--- src/rtl/jt7759_feeder_if.sv ---
// Bus bundle between the jt7759 host-side byte feeder and its surroundings.
// Groups the stream control handshake (start/abort/busy/done), the sample
// memory read port (mem_cs/mem_addr/mem_data/mem_ok) and the uPD7759 slave
// write port (drqn/cs/wrn/dout).
//   master : the feeder itself
//   slave  : host, memory and chip side
interface jt7759_feeder_if #(
    parameter int unsigned AW = 17,
    parameter int unsigned LW = 16
);
    // stream control
    logic          start;
    logic [AW-1:0] start_addr;
    logic [LW-1:0] length;
    logic          abort;
    logic          busy;
    logic          done;
    // sample memory
    logic          mem_cs;
    logic [AW-1:0] mem_addr;
    logic [7:0]    mem_data;
    logic          mem_ok;
    // chip write port
    logic          drqn;
    logic          cs;
    logic          wrn;
    logic [7:0]    dout;

    modport master (
        input  start, start_addr, length, abort, mem_data, mem_ok, drqn,
        output busy, done, mem_cs, mem_addr, cs, wrn, dout
    );

    modport slave (
        output start, start_addr, length, abort, mem_data, mem_ok, drqn,
        input  busy, done, mem_cs, mem_addr, cs, wrn, dout
    );
endinterface

--- src/rtl/jt7759_feeder.sv ---
// Host-side byte streamer for a uPD7759 in slave mode. Fetches one byte at a
// time from sample memory and writes it to the chip each time DRQn is asserted.
// Ports:
//   clk  - system clock
//   rst  - synchronous active-high reset
//   cen  - clock enable that times the write strobe
//   bus  - jt7759_feeder_if master: stream control, memory read, chip write
module jt7759_feeder #(
    parameter int unsigned AW     = 17,
    parameter int unsigned LW     = 16,
    parameter int unsigned WR_LEN = 4
) (
    input logic             clk,
    input logic             rst,
    input logic             cen,
    jt7759_feeder_if.master bus
);
    localparam int unsigned CW = $clog2(WR_LEN + 1);

    typedef enum logic [2:0] {
        StIdle,
        StFetch,
        StWaitReq,
        StStrobe,
        StWaitRel
    } state_t;

    state_t        state_q, state_d;
    logic [AW-1:0] addr_q, addr_d;
    logic [LW-1:0] rem_q, rem_d;
    logic [7:0]    buf_q, buf_d;
    logic [7:0]    dout_q, dout_d;
    logic [CW-1:0] cnt_q, cnt_d;
    logic          cs_q, cs_d;
    logic          wrn_q, wrn_d;
    logic          done_q, done_d;

    always_ff @(posedge clk) begin
        if (rst) begin
            state_q <= StIdle;
            addr_q  <= '0;
            rem_q   <= '0;
            buf_q   <= '0;
            dout_q  <= '0;
            cnt_q   <= '0;
            cs_q    <= 1'b0;
            wrn_q   <= 1'b1;
            done_q  <= 1'b0;
        end else begin
            state_q <= state_d;
            addr_q  <= addr_d;
            rem_q   <= rem_d;
            buf_q   <= buf_d;
            dout_q  <= dout_d;
            cnt_q   <= cnt_d;
            cs_q    <= cs_d;
            wrn_q   <= wrn_d;
            done_q  <= done_d;
        end
    end

    always_comb begin
        state_d = state_q;
        addr_d  = addr_q;
        rem_d   = rem_q;
        buf_d   = buf_q;
        dout_d  = dout_q;
        cnt_d   = cnt_q;
        cs_d    = cs_q;
        wrn_d   = wrn_q;
        done_d  = 1'b0;

        // Abort beats everything, including a simultaneous start.
        if (state_q != StIdle && bus.abort) begin
            state_d = StIdle;
            cs_d    = 1'b0;
            wrn_d   = 1'b1;
            done_d  = 1'b1;
        end else begin
            unique case (state_q)
                StIdle: begin
                    if (bus.start) begin
                        rem_d = bus.length;
                        if (bus.length == '0) begin
                            done_d = 1'b1;
                        end else begin
                            addr_d  = bus.start_addr;
                            state_d = StFetch;
                        end
                    end
                end
                StFetch: begin
                    if (bus.mem_ok) begin
                        buf_d   = bus.mem_data;
                        addr_d  = addr_q + AW'(1);
                        state_d = StWaitReq;
                    end
                end
                StWaitReq: begin
                    // Strobe starts on a cen tick so its width is whole cen periods.
                    if (!bus.drqn && cen) begin
                        dout_d  = buf_q;
                        cs_d    = 1'b1;
                        wrn_d   = 1'b0;
                        cnt_d   = CW'(WR_LEN);
                        state_d = StStrobe;
                    end
                end
                StStrobe: begin
                    // Full width regardless of drqn; release on the tick reaching zero.
                    if (cen) begin
                        if (cnt_q == CW'(1)) begin
                            cnt_d   = '0;
                            cs_d    = 1'b0;
                            wrn_d   = 1'b1;
                            rem_d   = rem_q - LW'(1);
                            state_d = StWaitRel;
                        end else begin
                            cnt_d = cnt_q - CW'(1);
                        end
                    end
                end
                StWaitRel: begin
                    // One byte per request: the chip must drop its request first.
                    if (bus.drqn) begin
                        if (rem_q == '0) begin
                            done_d  = 1'b1;
                            state_d = StIdle;
                        end else begin
                            state_d = StFetch;
                        end
                    end
                end
                default: state_d = StIdle;
            endcase
        end
    end

    assign bus.busy     = (state_q != StIdle);
    assign bus.done     = done_q;
    assign bus.mem_cs   = (state_q == StFetch);
    assign bus.mem_addr = addr_q;
    assign bus.cs       = cs_q;
    assign bus.wrn      = wrn_q;
    assign bus.dout     = dout_q;
endmodule

--- src/flat_wrapper.sv ---
// flat-port wrapper written by rule: the top's interface ports become plain ports
module jt7759_feeder_flat 
#(
    parameter int unsigned AW     = 17,
    parameter int unsigned LW     = 16,
    parameter int unsigned WR_LEN = 4
)
  (clk, rst, cen, bus_start, bus_start_addr, bus_length, bus_abort, bus_mem_data, bus_mem_ok, bus_drqn, bus_busy, bus_done, bus_mem_cs, bus_mem_addr, bus_cs, bus_wrn, bus_dout);
  jt7759_feeder_if #(.AW(AW), .LW(LW)) bus_i ();
  input logic clk;
  input logic rst;
  input logic cen;
  input wire logic [$bits(bus_i.start)-1:0] bus_start;
  input wire logic [$bits(bus_i.start_addr)-1:0] bus_start_addr;
  input wire logic [$bits(bus_i.length)-1:0] bus_length;
  input wire logic [$bits(bus_i.abort)-1:0] bus_abort;
  input wire logic [$bits(bus_i.mem_data)-1:0] bus_mem_data;
  input wire logic [$bits(bus_i.mem_ok)-1:0] bus_mem_ok;
  input wire logic [$bits(bus_i.drqn)-1:0] bus_drqn;
  output wire logic [$bits(bus_i.busy)-1:0] bus_busy;
  output wire logic [$bits(bus_i.done)-1:0] bus_done;
  output wire logic [$bits(bus_i.mem_cs)-1:0] bus_mem_cs;
  output wire logic [$bits(bus_i.mem_addr)-1:0] bus_mem_addr;
  output wire logic [$bits(bus_i.cs)-1:0] bus_cs;
  output wire logic [$bits(bus_i.wrn)-1:0] bus_wrn;
  output wire logic [$bits(bus_i.dout)-1:0] bus_dout;
  assign bus_i.start = bus_start;
  assign bus_i.start_addr = bus_start_addr;
  assign bus_i.length = bus_length;
  assign bus_i.abort = bus_abort;
  assign bus_i.mem_data = bus_mem_data;
  assign bus_i.mem_ok = bus_mem_ok;
  assign bus_i.drqn = bus_drqn;
  assign bus_busy = bus_i.busy;
  assign bus_done = bus_i.done;
  assign bus_mem_cs = bus_i.mem_cs;
  assign bus_mem_addr = bus_i.mem_addr;
  assign bus_cs = bus_i.cs;
  assign bus_wrn = bus_i.wrn;
  assign bus_dout = bus_i.dout;
  jt7759_feeder #(.AW(AW), .LW(LW), .WR_LEN(WR_LEN)) u_core (.clk(clk), .rst(rst), .cen(cen), .bus(bus_i));
endmodule
--- config.mk ---
export PLATFORM = sky130hd
export DESIGN_NAME = jt7759_feeder_flat
export DESIGN_NICKNAME = d
export VERILOG_FILES = /design/src/rtl/jt7759_feeder_if.sv /design/src/rtl/jt7759_feeder.sv /design/src/flat_wrapper.sv
export SDC_FILE = /design/constraint.sdc
export NUM_CORES = 1
export LEC_CHECK = 0
export CAP_MARGIN = 20
export CORE_MARGIN = 1
export CORE_UTILIZATION = 54
export DETAILED_ROUTE_END_ITERATION = 8
export GPL_ROUTABILITY_DRIVEN = 0
export PLACE_DENSITY_LB_ADDON = 0.1
export REMOVE_ABC_BUFFERS = 1
export SYNTH_ARGS = -nofsm -noshare
export SYNTH_HDL_FRONTEND = slang
export SYNTH_SLANG_ARGS = --single-unit
--- constraint.sdc ---
create_clock -name clk -period 3.5 [get_ports clk]
set_clock_uncertainty 0.05 [all_clocks]
set_input_delay 0.7 -clock clk [delete_from_list [all_inputs] [get_ports clk]]
set_output_delay 0.7 -clock clk [all_outputs]
set_load 0.01 [all_outputs]
# [Word level (Yosys, flattened, before mapping)]
# Index checks and enable logic that the tools add are counted.
[classes] eq_ne=12 addsub=3 bitwise=1 n_reduce_logical=18 muxes=35
[ops] op="$mux 17" count=3
[ops] op="$mux 16" count=3
[ops] op="$pmux 17 s2" count=1
[ops] op="$logic_not 16->1" count=2
[ops] op="$pmux 16 s2" count=1
[ops] op="$mux 3" count=10
[ops] op="$add 17x1->17 const B" count=1
[ops] op="$sub 16x1->16 const B" count=1
[ops] op="$pmux 3 s5" count=1
[ops] op="$mux 1" count=12
[ops] op="$ne 2x2->1 const B" count=5
[ops] op="$reduce_and 5->1" count=2
[ops] op="$reduce_and 4->1" count=2
[ops] op="$reduce_and 7->1" count=1
[ops] op="$eq 3x1->1 const B" count=2
[ops] op="$eq 3x2->1 const B" count=2
[ops] op="$pmux 1 s2" count=3
[ops] op="$pmux 3 s2" count=1
[ops] op="$reduce_and 3->1" count=2
[ops] op="$reduce_bool 2->1" count=3
[ops] op="$ne 2x1->1 const B" count=2
[ops] op="$eq 3x3->1 const B" count=1
[ops] op="$logic_not 3->1" count=1
[ops] op="$reduce_bool 3->1" count=1
[ops] op="other kinds (5)" count=6
[totals] out_inout_bits=30 register_bits=58

# [Logic depth before layout (Yosys ltp)]
# Gate-level depths: netlist of the first run.
[logic_depth] depth_word=5 mapped_depth=9

# [Least setup slack after synthesis of the first run]
# Ideal clock, no wire load.
[synth_path] path_kind="flip-flop to output port" startpoint="reg u_core.state_q[0]" endpoint="out bus_mem_cs" slack_ps=1495 t_arrival_ps=1255 path_buffers=3 path_stages_with_launch=6 path_cell_list="dfxtp_1 buf_2 or3b_2 clkbuf_1 inv_1 buf_2"
[synth_via] elab_chain_len=1
[synth_lines] item="start: declaration" line="jt7759_feeder.sv:28" rtl="state_t state_q, state_d;"
[synth_lines] item="start signal: assignment" line="jt7759_feeder.sv:40" rtl="state_q <= StIdle;"
[synth_lines] item="start signal: assignment" line="jt7759_feeder.sv:50" rtl="state_q <= state_d;"
[synth_lines] item="$eq 3x1->1" line="jt7759_feeder.sv:141" rtl="assign bus.mem_cs = (state_q == StFetch);"
[synth_lines] item="end: declaration" line="flat_wrapper.sv:22" rtl="output wire logic [$bits(bus_i.mem_cs)-1:0] bus_mem_cs;"
# Every way passes these cells.

# [Final worst setup path of the first run]
# Ends and elaborated chain as after synthesis.

==> run summary, run 1 <==
hold_buf cts - 0
post-CTS setup buffers - 0
DIE AREA - 6350 sq um
Setup violations, final - 0
antenna violations before repair - 0
placed cell count - 554
initial core utilization - 0.574
final worst path period share - 0.838
Worst EP arrival - 2.18 ns
share of cells above drive strength 1 - 0.0663
DPL Wire Length - 5820 um
filler instances - 463
Vias - 3,454
Critical Path RT - 2.75 ns
grt ovf - 0
post-synthesis cell type count - 53
Ys Warns - 0
Synth Register Bits - 58
largest net degree at the start of global routing - 41
area grow syn2layout - 30.8%
Syn Area/Cell - 7.61 sq um
worst r2r path cells - 6
crit path kind - flip-flop to output port
Synth top area share - 0.357
clk_lat worst skew - 0.34 ns
Max Slew Vio Count - 0
ys flop type - dfxtp_1
# DRC - 0
max_slew headroom - 0.574
final non-filler cell total - 570
minimum clock period - 2.93 ns
P per Cell Area - 631 nW/um^2
register area share after synthesis - 0.357
Die W - 79.7 um
Peak VDD IR - 0.469 mV
number of synthesized flops with an enable pin - 0
startpoint type of the worst setup path - flip-flop
hold_ws - 0.410 ns
Critical R2R Launch - u_core.state_q[0]$_SDFFE_PP0P_
CP Launch Point - u_core.state_q[0]$_SDFFE_PP0P_
status - completed
Vias/cell - 6.06
Antenna diodes - 0
CTS tree - yes
fin nets - 546
total power draw - 2690 uW
Die H - 79.7 um
total CTS buffers - 9
ys async rst share - 0
CTS sink count - 58
RSZ-0062 raised after global routing - no
Post-Syn Area - 3260 sq um
CP endpoint kind - output port
commonest non-fill, non-tap cell in the layout - clkdlybuf4s50_1
# IOs - 78
Max Fanout on Critical Path - 18
worst slew pin tran - 0.634 ns
Max Clk Rate - 341 MHz
Post-DRT Antenna Nets - 0
commonest non-fill, non-tap cells in the layout - clkdlybuf4s50_1 (76), dfxtp_1 (58), nor2_1 (56)
row cnt - 27
Finished Cell Area - 4260 sq um
Post-Syn Instances - 428
wire per inst - 15.2 um
core region area - 5680 sq um
Synth area leaders - dfxtp_1 (36%), a21oi_1 (6.9%), nor2_1 (6.5%), mux2i_1 (5.8%), nand2_1 (5.2%)
R2R Setup Slk - 1.02 ns
Resized cells post-CTS - 0
CTS Root Cell - clkbuf_8
max_cap viols - 0
worst reg2reg endpoint - u_core.buf_q[3]$_SDFFE_PP0P_
drt initial violations - 279
Cell Area, Placed - 4040 sq um
CTS H-tree lvls - 3
gr usage total - 0.285
end of the critical path - bus_mem_cs
area leader, netlist - dfxtp_1
vias in the first global route - 3,114
leak pwr - 0.00168 uW
setup TNS - 0 ns
IO Port Bufs - 77
clk slew on worst S/H paths - 0.07 ns
first-pass GRT wire length - 14,200 um
Post-Route WL - 8640 um
worst hold path type - flip-flop to flip-flop
drt pass-1 iters - 5
final count of hold timing violations - 0
Clock Tree Buf Depth - 2
cell type report:
type / count / area [sq um] / share of cell area
clock inverter: 7 / 103 / 0.0241
multi-input combinational: 327 / 1920 / 0.450
clock buffer: 9 / 124 / 0.0291
inverter: 13 / 48.8 / 0.0115
sequential: 58 / 1160 / 0.272
tap: 72 / 90.1 / 0.0211
timing repair buffer: 84 / 818 / 0.192
critical path, cell delays in order, from the launching register on:
cell and delay [ns]:
dfxtp_1 0.68, or3b_2 0.51, inv_1 0.12, clkdlybuf4s50_1 0.54
cells by family after synthesis:
| kind of cell | count (synthesis) | synth area share |
|---|---|---|
| AO/OA/AOI/OAI | 127 | 0.247 |
| adder cells (fa/ha/maj) | 5 | 0.0192 |
| buffers and inverters | 43 | 0.0549 |
| flip-flops | 58 | 0.357 |
| multiplexers | 19 | 0.0584 |
| AND/OR/NAND/NOR | 176 | 0.264 |
cell usage after synthesis, types with 5 or more instances:
| cell | count |
|---|---|
| a31oi_1 | 5 |
| o21a_1 | 5 |
| a21oi_1 | 45 |
| o21ai_0 | 27 |
| a21o_1 | 5 |
| nor4_1 | 12 |
| mux2i_1 | 19 |
| nand2_1 | 45 |
| o22ai_1 | 5 |
| nor2_1 | 56 |
| clkbuf_1 | 15 |
| inv_1 | 13 |
| dfxtp_1 | 58 |
| nor3_1 | 16 |
| a22o_1 | 6 |
| buf_2 | 14 |
| ha_1 | 5 |
| nand3_1 | 9 |
power by group:
group	total (uW)	internal [uW]	leakage (uW)	switching, uW
Combinational	1070	476	0.00110	591
Sequential	914	770	0.000473	145
Clock	707	407	0.000110	301
per-layer routing:
metal  GRT usage  routed length (um)
met1       0.374                3910
met2       0.456                4010
met3      0.0606                 574
met4       0.105                 137
met5           0                   0
through the flow:
stage | utilization | worst slack [ns]
2_1_floorplan | - | 1.07
5_1_grt | 0.751 | 0.504
6_report | 0.751 | 0.569
4_1_cts | 0.751 | 0.585
3_3_place_gp | 0.711 | 0.893
3_5_place_dp | 0.711 | 0.873
worst min path at each step:
stage | from | to | cells past startpoint
after floorplan | u_core.rem_q[8]$_SDFFE_PP0P_ | u_core.rem_q[8]$_SDFFE_PP0P_ | 2
after global placement | u_core.bus.wrn$_SDFFE_PP1P_ | u_core.bus.wrn$_SDFFE_PP1P_ | 1
after detailed placement | u_core.bus.wrn$_SDFFE_PP1P_ | u_core.bus.wrn$_SDFFE_PP1P_ | 1
after CTS | u_core.bus.cs$_SDFFE_PP0P_ | u_core.bus.cs$_SDFFE_PP0P_ | 2
after global routing | u_core.bus.cs$_SDFFE_PP0P_ | u_core.bus.cs$_SDFFE_PP0P_ | 2
final | u_core.bus.cs$_SDFFE_PP0P_ | u_core.bus.cs$_SDFFE_PP0P_ | 2
sequential cells by signal (all words and copies together), names as in the netlist:
| signal | count |
|---|---|
| u_core.bus.mem_addr | 17 |
| u_core.rem_q | 16 |
| u_core.buf_q | 8 |
| u_core.bus.dout | 8 |
| u_core.cnt_q | 3 |
| u_core.state_q | 3 |
| u_core.bus.cs | 1 |
| u_core.bus.done | 1 |
| u_core.bus.wrn | 1 |
Note: power is estimated with default switching activity, not from simulation.
==> run 2: changes to the inputs <==
Settings changed: CORE_UTILIZATION 54 to 45.
Clock period 3.5 ns to 2.5 ns, I/O delays scaled along.
==> run 2 against run 1 <==
Cell area up 2.4%. Count of clock-buffer cells in the layout unchanged. Wire length up 2.2%. Clock power up 40%. Non-clock buffer count up 9. Core utilization down 12 points. Global-route usage down 4.2 points.
==> run summary, run 2 (synthesis results as in run 1) <==
Int Power - 2380 uW
vias in the first global route - 3,130
worst reg2reg endpoint - u_core.rem_q[12]$_SDFFE_PP0P_
RSZ-0062 raised after global routing - no
Die H - 87.1 um
grt ovf - 0
clock share of power - 0.256
wire per inst - 14.6 um
setup TNS - 0 ns
Sequential Power Share - 0.324
Max Fanout on Critical Path - 11
CTS Root Cell - clkbuf_8
CTS tree - yes
P per Cell Area - 882 nW/um^2
largest net degree at the start of global routing - 41
initial core utilization - 0.472
Vias - 3,387
worst slew pin tran - 0.646 ns
Worst EP arrival - 1.86 ns
Vias/cell - 5.62
Critical Path RT - 1.95 ns
hold_buf cts - 0
share of cells above drive strength 1 - 0.0868
total CTS buffers - 9
min-delay src - u_core.bus.cs$_SDFFE_PP0P_
drt pass-1 iters - 4
# IOs - 78
Post-Route WL - 8830 um
gr usage total - 0.242
antenna violations before repair - 0
startpoint type of the worst setup path - flip-flop
hold_ws - 0.410 ns
DPL Wire Length - 6350 um
Hold Path Sink - u_core.bus.cs$_SDFFE_PP0P_
Net Sw Power - 1480 uW
fin nets - 555
final worst path period share - 0.964
area grow syn2layout - 34.0%
IO Port Bufs - 77
clk_lat worst skew - 0.34 ns
leak pwr - 0.00173 uW
drt initial violations - 169
DIE AREA - 7580 sq um
minimum clock period - 2.41 ns
commonest non-fill, non-tap cells in the layout - clkdlybuf4s50_1 (76), dfxtp_1 (57), nor2_1 (56)
R2R Setup Slk - 0.35 ns
CP endpoint kind - output port
Critical R2R Launch - u_core.rem_q[0]$_SDFFE_PP0P_
Max Clk Rate - 415 MHz
worst r2r path cells - 7
Peak VDD IR - 0.412 mV
status - completed
commonest non-fill, non-tap cell in the layout - clkdlybuf4s50_1
slowest stage delay, CP - 0.55 ns
first-pass GRT wire length - 14,400 um
Hold Crit Depth - 2
final count of hold timing violations - 0
CP Buf/Inv Count - 2
crit path kind - flip-flop to output port
delay-heaviest family, CP - buffers and inverters
Post-DRT Antenna Nets - 0
Largest register FFs - 17
Combinational Power Share - 0.420
Die W - 87.1 um
Antenna diodes - 0
max_slew headroom - 0.566
core region area - 6910 sq um
Clock Tree Buf Depth - 2
worst hold path type - flip-flop to flip-flop
# DRC - 0
worst path cell trace - or3b_2 -> inv_1 -> clkdlybuf4s50_1
CTS sink count - 58
switch share - 0.383
Max Slew Vio Count - 0
CTS H-tree lvls - 3
Setup violations, final - 0
total power draw - 3850 uW
critical path's slowest cell - clkdlybuf4s50_1
post-CTS setup buffers - 0
row cnt - 30
max_cap viols - 0
clk slew on worst S/H paths - 0.08 ns
[run 2: power by group through the flow]
stage / Clock, uW / Sequential, uW / Combinational [uW]
3_5_place_dp: 0 / 1260 / 1600
5_1_grt: 1050 / 1270 / 1790
4_1_cts: 1010 / 1240 / 1610
3_3_place_gp: 0 / 1260 / 1570
2_1_floorplan: 0 / 1280 / 899
6_report: 988 / 1250 / 1620
[run 2: worst max-delay path by stage]
| stage | cells past startpoint | slack (ns) | endpoint | startpoint |
|---|---|---|---|---|
| after CTS | 3 | 0.01 | bus_mem_cs | u_core.state_q[2]$_SDFFE_PP0P_ |
| after floorplan | 5 | 0.07 | u_core.buf_q[0]$_SDFFE_PP0P_ | u_core.state_q[0]$_SDFFE_PP0P_ |
| after detailed placement | 6 | 0.10 | u_core.bus.mem_addr[1]$_SDFFE_PP0P_ | bus_abort |
| after global routing | 3 | 0.01 | bus_mem_cs | u_core.state_q[2]$_SDFFE_PP0P_ |
| final | 3 | 0.09 | bus_mem_cs | u_core.state_q[2]$_SDFFE_PP0P_ |
| after global placement | 7 | 0.14 | u_core.bus.mem_addr[13]$_SDFFE_PP0P_ | bus_abort |
[run 2: repair_timing]
item                                    in CTS  in global routing
endpoints found under the setup margin       0                  2
resized for setup                            0                  2
endpoints found under the hold margin        0                  0
[run 2: per-stage QoR]
| step | area [sq um] | setup WS (ns) | instances | utilization |
|---|---|---|---|---|
| floorplan | 3130 | 0.0673 | 398 | - |
| finish | 4370 | 0.0897 | 603 | 0.632 |
| detailed placement | 4130 | 0.102 | 587 | 0.598 |
| global route | 4370 | 0.0107 | 603 | 0.632 |
| global placement | 4130 | 0.142 | 587 | 0.598 |
| CTS | 4360 | 0.0121 | 603 | 0.631 |
[run 2: routing by layer]
metal | part of all wire | global-route usage | up-vias
li1 | - | - | 1697
met1 | 0.45 | 0.312 | 1570
met2 | 0.48 | 0.389 | 108
met3 | 0.059 | 0.0559 | 12
met4 | 0.012 | 0.105 | 0
met5 | 0 | 0 | -
[run 2: final cells by class]
type,instances,area [sq um]
Clock buffer,9,124
Clock inverter,7,103
Fill cell,658,2540
Inverter,13,48.8
Multi-Input combinational cell,327,1920
Sequential cell,58,1160
Tap cell,96,120
Timing Repair Buffer,93,886
[run 2: tightest hold or removal path, delay by kind of cell (launching register included)]
family                 cells  cell delay (ns)
flip-flops                 1             0.32
buffers and inverters      1             0.05
AO/OA/AOI/OAI              1             0.05
